### config.mk
export PLATFORM = sky130hd
export DESIGN_NAME = spike_event_packetizer
export DESIGN_NICKNAME = d
export VERILOG_FILES = /design/src/rtl/spike_event_packetizer.sv
export SDC_FILE = /design/constraint.sdc
export NUM_CORES = 1
export LEC_CHECK = 0
export CELL_PAD_IN_SITES_DETAIL_PLACEMENT = 1
export CELL_PAD_IN_SITES_GLOBAL_PLACEMENT = 2
export CORE_MARGIN = 2
export CORE_UTILIZATION = 43
export CTS_CLUSTER_SIZE = 24
export DETAILED_ROUTE_END_ITERATION = 8
export GPL_TIMING_DRIVEN = 0
export PLACE_DENSITY_LB_ADDON = 0.1
export SYNTH_ARGS = -nofsm -noshare
export SYNTH_HDL_FRONTEND = slang
export SYNTH_SLANG_ARGS = --single-unit
export TNS_END_PERCENT = 10
### constraint.sdc
create_clock -name clk -period 4.49 [get_ports clk]
set_clock_uncertainty 0.1 [all_clocks]
set_input_delay 0.898 -clock clk [delete_from_list [all_inputs] [get_ports clk]]
set_output_delay 0.898 -clock clk [all_outputs]
set_load 0.1 [all_outputs]
### src/rtl/spike_event_packetizer.sv
// spike_event_packetizer: timestamps spike pulses against an ADC sample counter
// and queues the records in a registered-output first-word-fall-through FIFO.
// Optional feature macro SPIKE_PKT_ISI_EN: records inter-spike intervals
// instead of absolute timestamps.
module spike_event_packetizer #(
    parameter int unsigned DEPTH    = 8,
    parameter int unsigned TS_WIDTH = 16
) (
    input  logic                         clk,
    input  logic                         rst,
    input  logic                         sample_en,
    input  logic                         spike_in,
    output logic [TS_WIDTH-1:0]          evt_data,
    output logic                         evt_valid,
    input  logic                         evt_ready,
    output logic [$clog2(DEPTH):0]       fifo_level,
    output logic                         overflow,
    output logic [7:0]                   drop_count
);

    localparam int unsigned AW = $clog2(DEPTH);
    localparam int unsigned LW = AW + 1;

    logic [TS_WIDTH-1:0] mem [DEPTH];
    logic [TS_WIDTH-1:0] ts;
    logic [TS_WIDTH-1:0] rec;
    logic [TS_WIDTH-1:0] data_nxt;
    logic [AW-1:0]       wr_ptr;
    logic [AW-1:0]       rd_ptr;
    logic [AW-1:0]       rd_ptr_nxt;
    logic [LW-1:0]       level_nxt;
    logic [LW-1:0]       remain;
    logic                pop;
    logic                push;
    logic                full;

    assign pop  = evt_valid & evt_ready;
    assign full = (fifo_level == LW'(DEPTH));
    // A full FIFO still takes a spike when the head leaves in the same cycle.
    assign push = spike_in & (~full | pop);

`ifdef SPIKE_PKT_ISI_EN
    logic [TS_WIDTH-1:0] last_ts;

    assign rec = ts - last_ts;

    // Reference point for the interval moves on every spike, kept or dropped.
    always_ff @(posedge clk) begin
        if (rst) begin
            last_ts <= '0;
        end else if (spike_in) begin
            last_ts <= ts;
        end
    end
`else
    assign rec = ts;
`endif

    // Next occupancy, read pointer and head record.
    always_comb begin
        level_nxt  = fifo_level;
        rd_ptr_nxt = rd_ptr;
        data_nxt   = evt_data;
        remain     = fifo_level - LW'(pop);
        if (pop) begin
            rd_ptr_nxt = rd_ptr + AW'(1);
        end
        case ({push, pop})
            2'b10:   level_nxt = fifo_level + LW'(1);
            2'b01:   level_nxt = fifo_level - LW'(1);
            default: level_nxt = fifo_level;
        endcase
        // New head is the incoming record only when nothing older survives.
        if (level_nxt != '0) begin
            if (remain == '0) begin
                data_nxt = rec;
            end else begin
                data_nxt = mem[rd_ptr_nxt];
            end
        end
    end

    // Record storage; contents need no reset since level gates visibility.
    always_ff @(posedge clk) begin
        if (!rst && push) begin
            mem[wr_ptr] <= rec;
        end
    end

    // Counter, pointers, registered outputs and drop accounting.
    always_ff @(posedge clk) begin
        if (rst) begin
            ts         <= '0;
            wr_ptr     <= '0;
            rd_ptr     <= '0;
            fifo_level <= '0;
            evt_valid  <= 1'b0;
            evt_data   <= '0;
            overflow   <= 1'b0;
            drop_count <= '0;
        end else begin
            if (sample_en) begin
                ts <= ts + TS_WIDTH'(1);
            end
            if (push) begin
                wr_ptr <= wr_ptr + AW'(1);
            end
            rd_ptr     <= rd_ptr_nxt;
            fifo_level <= level_nxt;
            evt_valid  <= (level_nxt != '0);
            evt_data   <= data_nxt;
            if (spike_in && !push) begin
                overflow <= 1'b1;
                if (drop_count != 8'hFF) begin
                    drop_count <= drop_count + 8'd1;
                end
            end
        end
    end

endmodule

; Word-level counts from Yosys, hierarchy flattened
; Memory sizes are Yosys's and may differ from the RTL's.
; Cells that the tools add are included.
[op_classes]
addsub = 7
mul = 0
n_div = 0
order_cmp = 0
eq_ne = 4
shifts = 0
n_mux = 5
bitwise_logic = 4
reduce_logical = 7
[op_table]
columns = cell, n
row1 = 16-bit by 1-bit adder with 16-bit output (second input constant), 1
row2 = 16-bit two-way mux, 1
row3 = 8-bit by 1-bit adder with 8-bit output (second input constant), 1
row4 = 8-bit != test (second input constant), 1
row5 = 4-bit case mux with 2 select lines, 1
row6 = 3-bit by 1-bit adder with 3-bit output (second input constant), 2
row7 = 4-bit by 1-bit adder with 4-bit output (second input constant), 1
row8 = 4-bit == test (second input constant), 1
row9 = 4-bit logical NOT, 1
row10 = 4-bit nonzero test, 1
row11 = 4-bit by 1-bit subtractor with 4-bit output, 1
row12 = 4-bit by 1-bit subtractor with 4-bit output (second input constant), 1
row13 = 3-bit two-way mux, 1
row14 = 1-bit AND, 2
row15 = 2-bit by 1-bit == test with 1-bit output (second input constant), 1
row16 = 2-bit == test (second input constant), 1
row17 = 1-bit logical AND, 2
row18 = 1-bit logical NOT, 2
row19 = 1-bit two-way mux, 2
row20 = 2-bit AND reduction, 1
row21 = 1-bit inverter, 1
row22 = 1-bit OR, 1
[word_totals]
regBits = 52
latchBits = 0
ramBits = 128
mem_bits_ro = 0
input_bits = 5
output_inout_bits = 30
wordCells = 36
memories = 1
[mem_list]
columns = memory, words, word_bits, read_ports, rd_ports_with_merged_regs, wr, line_no
row1 = mem, 8, 16, 1, 0, 1, 24  ; logic [TS_WIDTH-1:0] mem [DEPTH];

; Depth between registers and ports, before layout
; Gate-level depths: netlist of run 1.
[logic_depth]
depth_word = 7
depth_mapped = 11
ltp_nobuf = 8

; Worst setup path after synthesis of run 1
; No wires, ideal clock.
[synth_path]
path_kind = reg-to-reg
startpoint = register evt_valid
endpoint = memory mem[0][0], enable pin
setup_time_ns = 0.430
arrival_time_ns = 3.457
required_ns = 3.960
slack_ns = 0.502
stages_incl_launch_ff = 7
path_buffers = 2
period_less_slack_ns = 3.988
path_cell_list = dfxtp_1 buf_2 and2_1 buf_2 o21a_1 nand2b_1 nor4_1
[synth_between]
elab_chain_cells = 6
[synth_rtl]
columns = element, line_no
row1 = "start, declared", 14  ; output logic evt_valid,
row2 = "start signal, assigned", 110  ; evt_valid <= (level_nxt != '0);
row3 = 1-bit AND, 37  ; assign pop = evt_valid & evt_ready;
row4 = 1-bit OR, 40  ; assign push = spike_in & (~full | pop);
row5 = 1-bit AND, 40
row6 = 1-bit logical AND, 85  ; if (!rst && push) begin
row7 = 1-bit two-way mux, 85
row8 = 1-bit two-way mux (implied by the code), 86  ; mem[wr_ptr] <= rec;
row9 = "end, declared", 24
; No other way between the ends.

; Worst setup path after layout of run 1
[layout_path]
startpoint = input port spike_in
endpoint = register evt_data[13]
[layout_between]
elab_chain_cells = 4
word_cells_on_any_way = 5
cone_classes = 2 x eq/ne / 1 x mux / 1 x bitwise / 1 x reduce/logical
[layout_rtl]
columns = element, line_no
row1 = "start, declared", 12  ; input logic spike_in,
row2 = 1-bit AND (*), 40
row3 = 2-bit by 1-bit == test with 1-bit output or 2-bit == test (tied branches), 68  ; case ({push, pop})
row4 = 4-bit case mux with 2 select lines (*), 68
row5 = 4-bit nonzero test (*), 74  ; if (level_nxt != '0) begin
row6 = "end signal, assigned", 111  ; evt_data <= data_nxt;
row7 = "end, declared", 13  ; output logic [TS_WIDTH-1:0] evt_data,
; Mark *: on every way between the ends. The rest lies on a longest branch, timed or not.
; A chain may end at the register's enable or synchronous reset.

==> reports/qor.yml, run 1 <==
critical_path:
  endpoint: "evt_data[13]"
  path_delay_family: "compound AO/OA/AOI/OAI gates"
  reg2reg_depth: 11
  timing.reg2reg.setup_slack_ns: 1.15
  critPathBufInv: 2
  r2r-end: "evt_data[11]"
  cp-start-kind: "primary input"
  required_ns: 4.72
  cp_num_cells: 7
  worstPathArrival_ns: 3.68
  crit_type: "in2reg"
  regToRegStartpoint: "evt_valid"
  slowest_delay_ns: 0.73
  path_max_fanout: 10
  crit_path_end_kind: "flip-flop"
  cp-startpoint: "spike_in"
  crit_chain: "clkdlybuf4s50_1, a21boi_0, a2111oi_0, nor2_1, clkbuf_1, nor4_1, a311oi_2"
  cp_slowest_cell: "a21boi_0"
grt:
  gr-total-overflow: 0
  grt_pass1_vias: 4788
  grt_max_degree: 17
  grt_antenna_before_repair: 0
  grt_usage: 0.200
  grt_pass1_wl_mm: 27.4
drt:
  ant_nets: 0
  drc: 0
  drt-initial-drc-count: 283
  vias: 4670
  first_pass_iters: 4
  vias_per_cell: 5.59
  wl_mm: 17.5
  avgRoutedWirePerCell_um: 20.9
timing:
  worstMarginPinSlew_ns: 0.998
  clock.fmax_mhz: 290
  worst_slack_ns: 1.04
  finalCritPeriodShare: 0.768
  rsz0062_at_grt: "false"
  finalCriticalPeriod_ns: 3.45
  slew_headroom: 0.330
  holdWs_ns: 0.388
  hold_viol_final: 0
  finalSetupTns_ns: 0
  maxSlewViolCount: 0
  setup_viol: 0
die:
  rows: 48
  dieArea_um2: 18800
  core_region_area_um2: 17300
  fp.dieH_um: 137
  die_w_um: 137
  start_util: 0.440
  ios: 35
clock_tree:
  clockBufferDepth: 2
  cts_hold_buffers: 0
  cts_buffers: 17
  cts_setup_buffers: 0
  clkTransAtPathRegs_ns: 0.06
  htreeDepth: 4
  cts-resized-gates: 0
  cts_tree: "done"
  worstSkewPairLatency_ns: 0.43
  clock_sinks: 180
  cts_root_buf: "clkbuf_16"
power:
  p_int_uw: 3080
  p_seq_frac: 0.402
  clkPwrFrac: 0.296
  p_sw_frac: 0.363
  power_switching_uw: 1750
  p_total_uw: 4830
  ir_drop_mv: 0.296
  p_comb_frac: 0.302
  power.static_leakage_uw: 0.00299
  p_per_area_nw_per_um2: 542
final_layout:
  multi_input_area_um2: 2580
  post_route_cells_drive_above_1_share: 0.175
  antennaDiodeCount: 0
  fin_nets: 609
  syn2layout_area_growth_pct: 17.1
  regArea_um2: 4880
  fillers: 1725
  final_util: 0.515
synth:
  yosys_warnings: 0
  synth_largest_area_cell: "edfxtp_1"
  ys_seq_area_frac: 0.642
  synthesis.nets: 549
  synthFlopType: "edfxtp_1"
  async_flop_share: 0
  postSynthCellCount: 538
  yosysUniqueCellTypes: 51
  synth_top_area_share: 0.505
  synthMostInstantiatedCell: "edfxtp_1"
  syn-cell-area_um2: 7610
  avgSynthCellArea_um2: 14.1
  ys_ff_latch: 180
  synth_top_family_by_area: "multiplexers"
  synth_mux_area_frac: 0.100
  synth_area_leaders: "edfxtp_1 (51%), dfxtp_1 (14%), mux4_2 (4.7%)"
  synthTopCellsByCount: "edfxtp_1 (128), nor2_1 (60), dfxtp_1 (52)"
  synth-adder-area-share: 0.00987
  synth_edf_count: 128
  yosys.area_share.simple: 0.0962
  synth_compound_area_frac: 0.0942
  synthXorXnorAreaFrac: 0.0354
placement:
  hpwl_mm: 12.8
  gp_congestion: 0.772
  io_buffers: 32
  pre_cts_ws_ns: 0.583
run:
  cap_violations: 0
outcome:
  status: "complete, no violations"
min_path:
  hold_path_class: "reg2reg"
==> worst min-delay path, cell delays in order (launching register included) <==
cell	delay [ns]
dfxtp_1	0.34
a21oi_1	0.05
nor2_1	0.07
==> cells in the final DEF (no fill, tap or decap), drive strengths merged, types with 7 or more instances in the layout <==
master,n
a221oi,16
a311oi,16
xor2,11
a22oi,16
a21o,16
clkinv,7
mux4,16
nor2,60
buf,19
clkdlybuf4s50,32
clkbuf,42
nand3,12
xnor2,18
edfxtp,128
mux2,17
nor4,18
nand2,24
mux2i,21
dfxtp,52
==> through the flow <==
step | cell area (um2) | std cells
floorplan | 7610 | 538
global placement | 8210 | 795
detailed placement | 8340 | 804
CTS | 8910 | 836
global route | 8910 | 836
finish | 8910 | 836
==> kinds of logic (layout without fill, tap and decap cells) <==
kind of cell             Yosys count  after routing
adder cells (fa/ha/maj)            6              6
AO/OA/AOI/OAI                     84             84
AND/OR/NAND/NOR                  149            149
XOR/XNOR                          29             29
flip-flops                       180            180
multiplexers                      54             54
buffers and inverters             36            109
==> metal layers <==
metal / vias up / track usage / part of all wire
met1: 2364 / 0.284 / 0.46
met4: 0 / 0.0590 / 0.012
met5: - / 0 / 0
li1: 2210 / - / -
met3: 15 / 0.0337 / 0.042
met2: 81 / 0.315 / 0.49
==> power by group through the flow <==
stage | registers, uW | clock network (uW) | logic (uW)
finish | 1940 | 1430 | 1460
detailed placement | 1980 | 0 | 1470
global placement | 1980 | 0 | 1440
floorplan | 2500 | 0 | 585
global route | 1950 | 1520 | 1550
CTS | 1940 | 1460 | 1470
==> worst min-delay path by stage <==
| stage | start | endpoint | slack [ns] | cells after the start |
|---|---|---|---|---|
| 3_3_place_gp | overflow | overflow | 0.35 | 2 |
| 3_5_place_dp | overflow | overflow | 0.36 | 2 |
| 6_report | overflow | overflow | 0.39 | 2 |
| 2_1_floorplan | wr_ptr[0] | wr_ptr[0] | 0.38 | 2 |
| 5_1_grt | overflow | overflow | 0.43 | 2 |
| 4_1_cts | overflow | overflow | 0.39 | 2 |
==> area by class of cell <==
class / instances / share of cell area
Multi-Input combinational cell: 322 / 0.290
Sequential cell: 180 / 0.548
Timing Repair Buffer: 41 / 0.0477
Clock inverter: 13 / 0.0143
Tap cell: 225 / 0.0316
Clock buffer: 19 / 0.0497
Inverter: 3 / 0.00126
Buffer: 33 / 0.0178
==> registers in the layout, summed over array words and instances, names as in the netlist <==
signal	count
mem	128
evt_data	16
rec	16
drop_count	8
fifo_level	4
rd_ptr	3
wr_ptr	3
evt_valid	1
overflow	1
Note: power is estimated with default switching activity, not from simulation.
==> run 2: changes to the inputs <==
Clock period 4.49 ns to 3.54 ns, I/O delays scaled along.
==> reports/qor.yml, run 2 (synthesis gave the netlist of run 1 again) <==
outcome:
  status: "complete, no violations"  # unchanged
die:
  fp.dieH_um: 137  # unchanged
  start_util: 0.440  # unchanged
  rows: 48  # unchanged
  ios: 35  # unchanged
  die_w_um: 137  # unchanged
  dieArea_um2: 18800  # unchanged
  core_region_area_um2: 17300  # unchanged
drt:
  avgRoutedWirePerCell_um: 21.1  # was 20.9 um
  wl_mm: 17.6  # was 17.5 mm
  first_pass_iters: 4  # unchanged
  vias_per_cell: 5.56  # was 5.59
  drc: 0  # unchanged
  ant_nets: 0  # unchanged
  vias: 4628  # was 4670
  drt-initial-drc-count: 213  # was 283
critical_path:
  path_max_fanout: 10  # unchanged
  crit_type: "in2reg"  # unchanged
  critPathBufInv: 2  # unchanged
  cp-startpoint: "spike_in"  # unchanged
  cp_slowest_cell: "mux2i_1"  # was a21boi_0
  reg2reg_depth: 11  # unchanged
  crit_chain: "clkdlybuf4s50_1, nand3b_1, xnor2_1, ha_1, nand2b_1, a21oi_1, mux2i_1, clkbuf_1, nor4_1, a311oi_2"  # was clkdlybuf4s50_1, a21boi_0, a2111oi_0, nor2_1, clkbuf_1, nor4_1, a311oi_2
  timing.reg2reg.setup_slack_ns: 0.25  # was 1.15 ns
  cp-start-kind: "primary input"  # unchanged
  r2r-end: "evt_data[12]"  # was evt_data[11]
  path_delay_family: "buffers and inverters"  # was compound AO/OA/AOI/OAI gates
  worstPathArrival_ns: 3.55  # was 3.68 ns
  required_ns: 3.78  # was 4.72 ns
  regToRegStartpoint: "evt_valid"  # unchanged
  crit_path_end_kind: "flip-flop"  # unchanged
  slowest_delay_ns: 0.51  # was 0.73 ns
power:
  p_seq_frac: 0.392  # was 0.402
  power_switching_uw: 2200  # was 1750 uW
  p_total_uw: 6290  # was 4830 uW
  p_sw_frac: 0.349  # was 0.363
  clkPwrFrac: 0.311  # was 0.296
  p_int_uw: 4090  # was 3080 uW
  ir_drop_mv: 0.361  # was 0.296 mV
  p_comb_frac: 0.296  # was 0.302
  p_per_area_nw_per_um2: 705  # was 542 nW/um2
  power.static_leakage_uw: 0.00299  # about the same
placement:
  gp_congestion: 0.777  # was 0.772
  placedCellCount: 800  # was 804
  io_buffers: 32  # unchanged
  dpl_cell_area_um2: 8300  # was 8340 um2
  hpwl_mm: 12.5  # was 12.8 mm
clock_tree:
  htreeDepth: 4  # unchanged
  clkTransAtPathRegs_ns: 0.06  # about the same
  clockBufferDepth: 2  # unchanged
  cts_root_buf: "clkbuf_16"  # unchanged
  cts_tree: "done"  # unchanged
  cts_buffers: 17  # unchanged
  cts_hold_buffers: 0  # unchanged
  worstSkewPairLatency_ns: 0.44  # was 0.43 ns
  clock_sinks: 180  # unchanged
final_layout:
  design_area_um2: 8920  # was 8910 um2
  final_cell_mix: "edfxtp_1 (128), nor2_1 (54), dfxtp_1 (52), clkdlybuf4s50_1 (32), clkbuf_1 (26)"  # was edfxtp_1 (128), nor2_1 (54), dfxtp_1 (52), clkdlybuf4s50_1 (32)
  multi_input_area_um2: 2590  # was 2580 um2
  layout_commonest_cell: "edfxtp_1"  # unchanged
  final_cells: 832  # was 836
  fin_nets: 605  # was 609
  post_route_cells_drive_above_1_share: 0.166  # was 0.175
  antennaDiodeCount: 0  # unchanged
  largest_reg_flops: 128  # unchanged
  top_register: "mem"  # unchanged
  regArea_um2: 4880  # unchanged
  fillers: 1725  # unchanged
  syn2layout_area_growth_pct: 17.2  # was 17.1%
timing:
  setup_viol: 0  # unchanged
  finalCritPeriodShare: 0.935
  clock.fmax_mhz: 302
  finalSetupTns_ns: 0  # unchanged
  worstMarginPinSlew_ns: 1.06  # was 0.998 ns
  finalCriticalPeriod_ns: 3.31
  rsz0062_at_grt: "false"  # unchanged
  maxSlewViolCount: 0  # unchanged
  slew_headroom: 0.289  # was 0.330
  hold_viol_final: 0  # unchanged
min_path:
  hold_path_class: "reg2reg"  # unchanged
  hp-start: "overflow"  # unchanged
  min_to: "overflow"  # unchanged
  hold_path_depth: 2  # unchanged
grt:
  grt_antenna_before_repair: 0  # unchanged
  grt_max_degree: 17  # unchanged
  grt_pass1_vias: 4998  # was 4788
  gr-total-overflow: 0  # unchanged
  grt_pass1_wl_mm: 27.7  # was 27.4 mm
  grt_usage: 0.202  # was 0.200
run:
  cap_violations: 0  # unchanged
-- run 2: metrics by stage --
stage,hold WS (ns),utilization,setup WS [ns]
final,0.374,0.516,0.231
after detailed placement,0.362,0.480,-0.249
after global routing,0.436,0.516,0.0158
after global placement,0.354,0.475,-1.62
after CTS,0.378,0.516,0.207
after floorplan,0.375,-,-0.427
-- run 2: worst max path at each step --
stage,end,slack (ns),depth (start not counted)
global route,evt_data[12],0.02,11
CTS,evt_data[12],0.21,7
finish,evt_data[12],0.23,10
global placement,mem[1][13],-1.62,4
detailed placement,evt_data[12],-0.25,7
floorplan,mem[1][0],-0.43,6
-- run 2: layout make-up --
class,count,area share
repair buffers,37,0.0422
plain buffers,33,0.0178
clock buffers,20,0.0489
clock inverters,12,0.0202
well taps,225,0.0316
inverters,3,0.00126
multi-input cells,322,0.290
flip-flops and latches,180,0.548
-- run 2: worst reg2reg max path: stages (launching register included) --
cell and delay (ns):
dfxtp_1 0.33, buf_2 0.18, and2_1 0.16, buf_2 0.18
ha_1 0.21, xor2_1 0.15, nor4b_2 0.69, nand2b_1 0.20
clkbuf_1 0.26, clkbuf_1 0.40, a21o_1 0.17, a311oi_2 0.10
-- run 2: metal layers --
layer	GRT usage	part of all wire
met1	0.273	0.46
met2	0.330	0.49
met3	0.0400	0.034
met4	0.0630	0.013
met5	0	0
-- run 2: power by group through the flow --
stage	clock network [uW]	registers, uW	logic [uW]
after global routing	2080	2480	1970
after global placement	0	2510	1830
after CTS	2000	2470	1870
after floorplan	0	3170	742
after detailed placement	0	2510	1870
final	1960	2470	1860
-- run 2: timing repair --
action,4_1_cts,5_1_grt
endpoints found under the setup margin,0,2
hold endpoints to repair,0,0
resized for setup,0,1
setup buffers,0,0
==> run 3: changes to the inputs <==
Settings changed: GPL_TIMING_DRIVEN 0 to not set.
==> reports/qor.yml, run 3 (synthesis gave the netlist of run 1 again) <==
timing:
  holdWs_ns: 0.371  # was 0.374 ns
  setup_viol: 0  # unchanged
  maxSlewViolCount: 0  # unchanged
  hold_viol_final: 0  # unchanged
  finalCriticalPeriod_ns: 3.06  # was 3.31 ns
  worstMarginPinSlew_ns: 1.07  # was 1.06 ns
  worst_slack_ns: 0.482  # was 0.231 ns
  clock.fmax_mhz: 327  # was 302 MHz
  finalCritPeriodShare: 0.864  # was 0.935
  rsz0062_at_grt: "false"  # unchanged
  slew_headroom: 0.287  # was 0.289
power:
  p_per_area_nw_per_um2: 685  # was 705 nW/um2
  ir_drop_mv: 0.355  # was 0.361 mV
  power.static_leakage_uw: 0.00306  # was 0.00299 uW
drt:
  drc: 0  # unchanged
  drt-initial-drc-count: 193  # was 213
  vias_per_cell: 5.59  # was 5.56
  ant_nets: 0  # unchanged
  first_pass_iters: 4  # unchanged
  avgRoutedWirePerCell_um: 20.5  # was 21.1 um
  vias: 4592  # was 4628
  wl_mm: 16.9  # was 17.6 mm
critical_path:
  timing.reg2reg.setup_slack_ns: 0.78  # was 0.25 ns
  r2r-end: "evt_data[14]"  # was evt_data[12]
  crit_chain: "clkdlybuf4s50_1, nand3b_1, xnor2_1, ha_1, nand2b_1, a21oi_1, mux2i_1, or3_1, buf_4, a311oi_1"  # was clkdlybuf4s50_1, nand3b_1, xnor2_1, ha_1, nand2b_1, a21oi_1, mux2i_1, clkbuf_1, nor4_1, a311oi_2
  cp_slowest_cell: "clkdlybuf4s50_1"  # was mux2i_1
  crit_path_end_kind: "flip-flop"  # unchanged
  path_max_fanout: 17  # was 10
  crit_type: "in2reg"  # unchanged
  path_delay_family: "simple AND/OR/NAND/NOR gates"  # was buffers and inverters
  regToRegStartpoint: "evt_valid"  # unchanged
  cp-startpoint: "spike_in"  # unchanged
  required_ns: 3.77  # was 3.78 ns
  cp-start-kind: "primary input"  # unchanged
  slowest_delay_ns: 0.46  # was 0.51 ns
  critPathBufInv: 2  # unchanged
  cp_num_cells: 10  # unchanged
  worstPathArrival_ns: 3.29  # was 3.55 ns
  reg2reg_depth: 9  # was 11
  endpoint: "evt_data[14]"  # was evt_data[12]
final_layout:
  post_route_cells_drive_above_1_share: 0.228  # was 0.166
  fin_nets: 595  # was 605
  layout_commonest_cell: "edfxtp_1"  # unchanged
  largest_reg_flops: 128  # unchanged
  final_cell_mix: "edfxtp_1 (128), nor2_1 (60), buf_4 (54), dfxtp_1 (51), nand2_1 (24)"  # was edfxtp_1 (128), nor2_1 (54), dfxtp_1 (52), clkdlybuf4s50_1 (32), clkbuf_1 (26)
  final_util: 0.506  # was 0.516
  syn2layout_area_growth_pct: 15.1  # was 17.2%
  antennaDiodeCount: 0  # unchanged
  top_register: "mem"  # unchanged
min_path:
  hold_path_class: "reg2reg"  # unchanged
  hold_path_depth: 2  # unchanged
clock_tree:
  cts_tree: "done"  # unchanged
  cts_root_buf: "clkbuf_16"  # unchanged
  cts_buffers: 17  # unchanged
  cts_setup_buffers: 0  # unchanged
  clockBufferDepth: 2  # unchanged
  clkTransAtPathRegs_ns: 0.06  # about the same
  clock_sinks: 180  # unchanged
  worstSkewPairLatency_ns: 0.42  # was 0.44 ns
  cts-resized-gates: 0  # unchanged
  cts_hold_buffers: 0  # unchanged
  htreeDepth: 4  # unchanged
placement:
  gp_congestion: 0.845  # was 0.777
  hpwl_mm: 11.1  # was 12.5 mm
  io_buffers: 34  # was 32
  pre_cts_ws_ns: 0.0988  # was -0.249 ns
die:
  rows: 48  # unchanged
  ios: 35  # unchanged
  dieArea_um2: 18800  # unchanged
  fp.dieH_um: 137  # unchanged
  core_region_area_um2: 17300  # unchanged
  start_util: 0.440  # unchanged
  die_w_um: 137  # unchanged
grt:
  gr-total-overflow: 0  # unchanged
  grt_pass1_wl_mm: 26.4  # was 27.7 mm
  grt_usage: 0.191  # was 0.202
  grt_max_degree: 57  # was 17
  grt_antenna_before_repair: 0  # unchanged
  grt_pass1_vias: 4770  # was 4998
run:
  cap_violations: 0  # unchanged
outcome:
  status: "complete, no violations"  # unchanged
==> run 3: worst min-delay path, delay by kind of cell, from the launching register on <==
| kind | cells | cell delay [ns] |
|---|---|---|
| simple gates | 1 | 0.07 |
| flops | 1 | 0.32 |
| compound gates | 1 | 0.04 |
==> run 3: metal layers <==
layer / wire, um / vias up / GRT usage
li1: - / 2169 / -
met1: 7790 / 2344 / 0.259
met2: 8350 / 67 / 0.311
met3: 584 / 12 / 0.0311
met4: 162 / 0 / 0.0682
met5: 0 / - / 0
==> run 3: area by class of cell <==
class                           instances  area, um2
Fill cell                            1728       8540
Multi-Input combinational cell        322       2580
Timing Repair Buffer                   60        470
Sequential cell                       180       4890
Inverter                                3       11.3
Clock buffer                           19        433
Tap cell                              225        282
Clock inverter                         13       92.6
==> run 3: power breakdown <==
group          leakage, uW  internal [uW]  switching [uW]  total, uW
combinational      0.00104            513            1310       1820
clock             0.000264            952             742       1690
sequential         0.00175           2370             123       2490
==> run 3: worst min-delay path by stage <==
stage,startpoint,to,slack (ns)
final,overflow,overflow,0.37
after global routing,wr_ptr[0],wr_ptr[0],0.44
after CTS,overflow,overflow,0.38
after detailed placement,overflow,overflow,0.36
after global placement,overflow,overflow,0.36
after floorplan,wr_ptr[0],wr_ptr[0],0.38
==> run 3: metrics by stage <==
| step | area (um2) | total power (uW) | std cells | TNS, ns |
|---|---|---|---|---|
| floorplan | 7620 | 3910 | 538 | -6.84 |
| global placement | 8230 | 4330 | 790 | 0 |
| detailed placement | 8230 | 4360 | 790 | 0 |
| CTS | 8760 | 6050 | 822 | 0 |
| global route | 8760 | 6220 | 822 | 0 |
| finish | 8760 | 6000 | 822 | 0 |
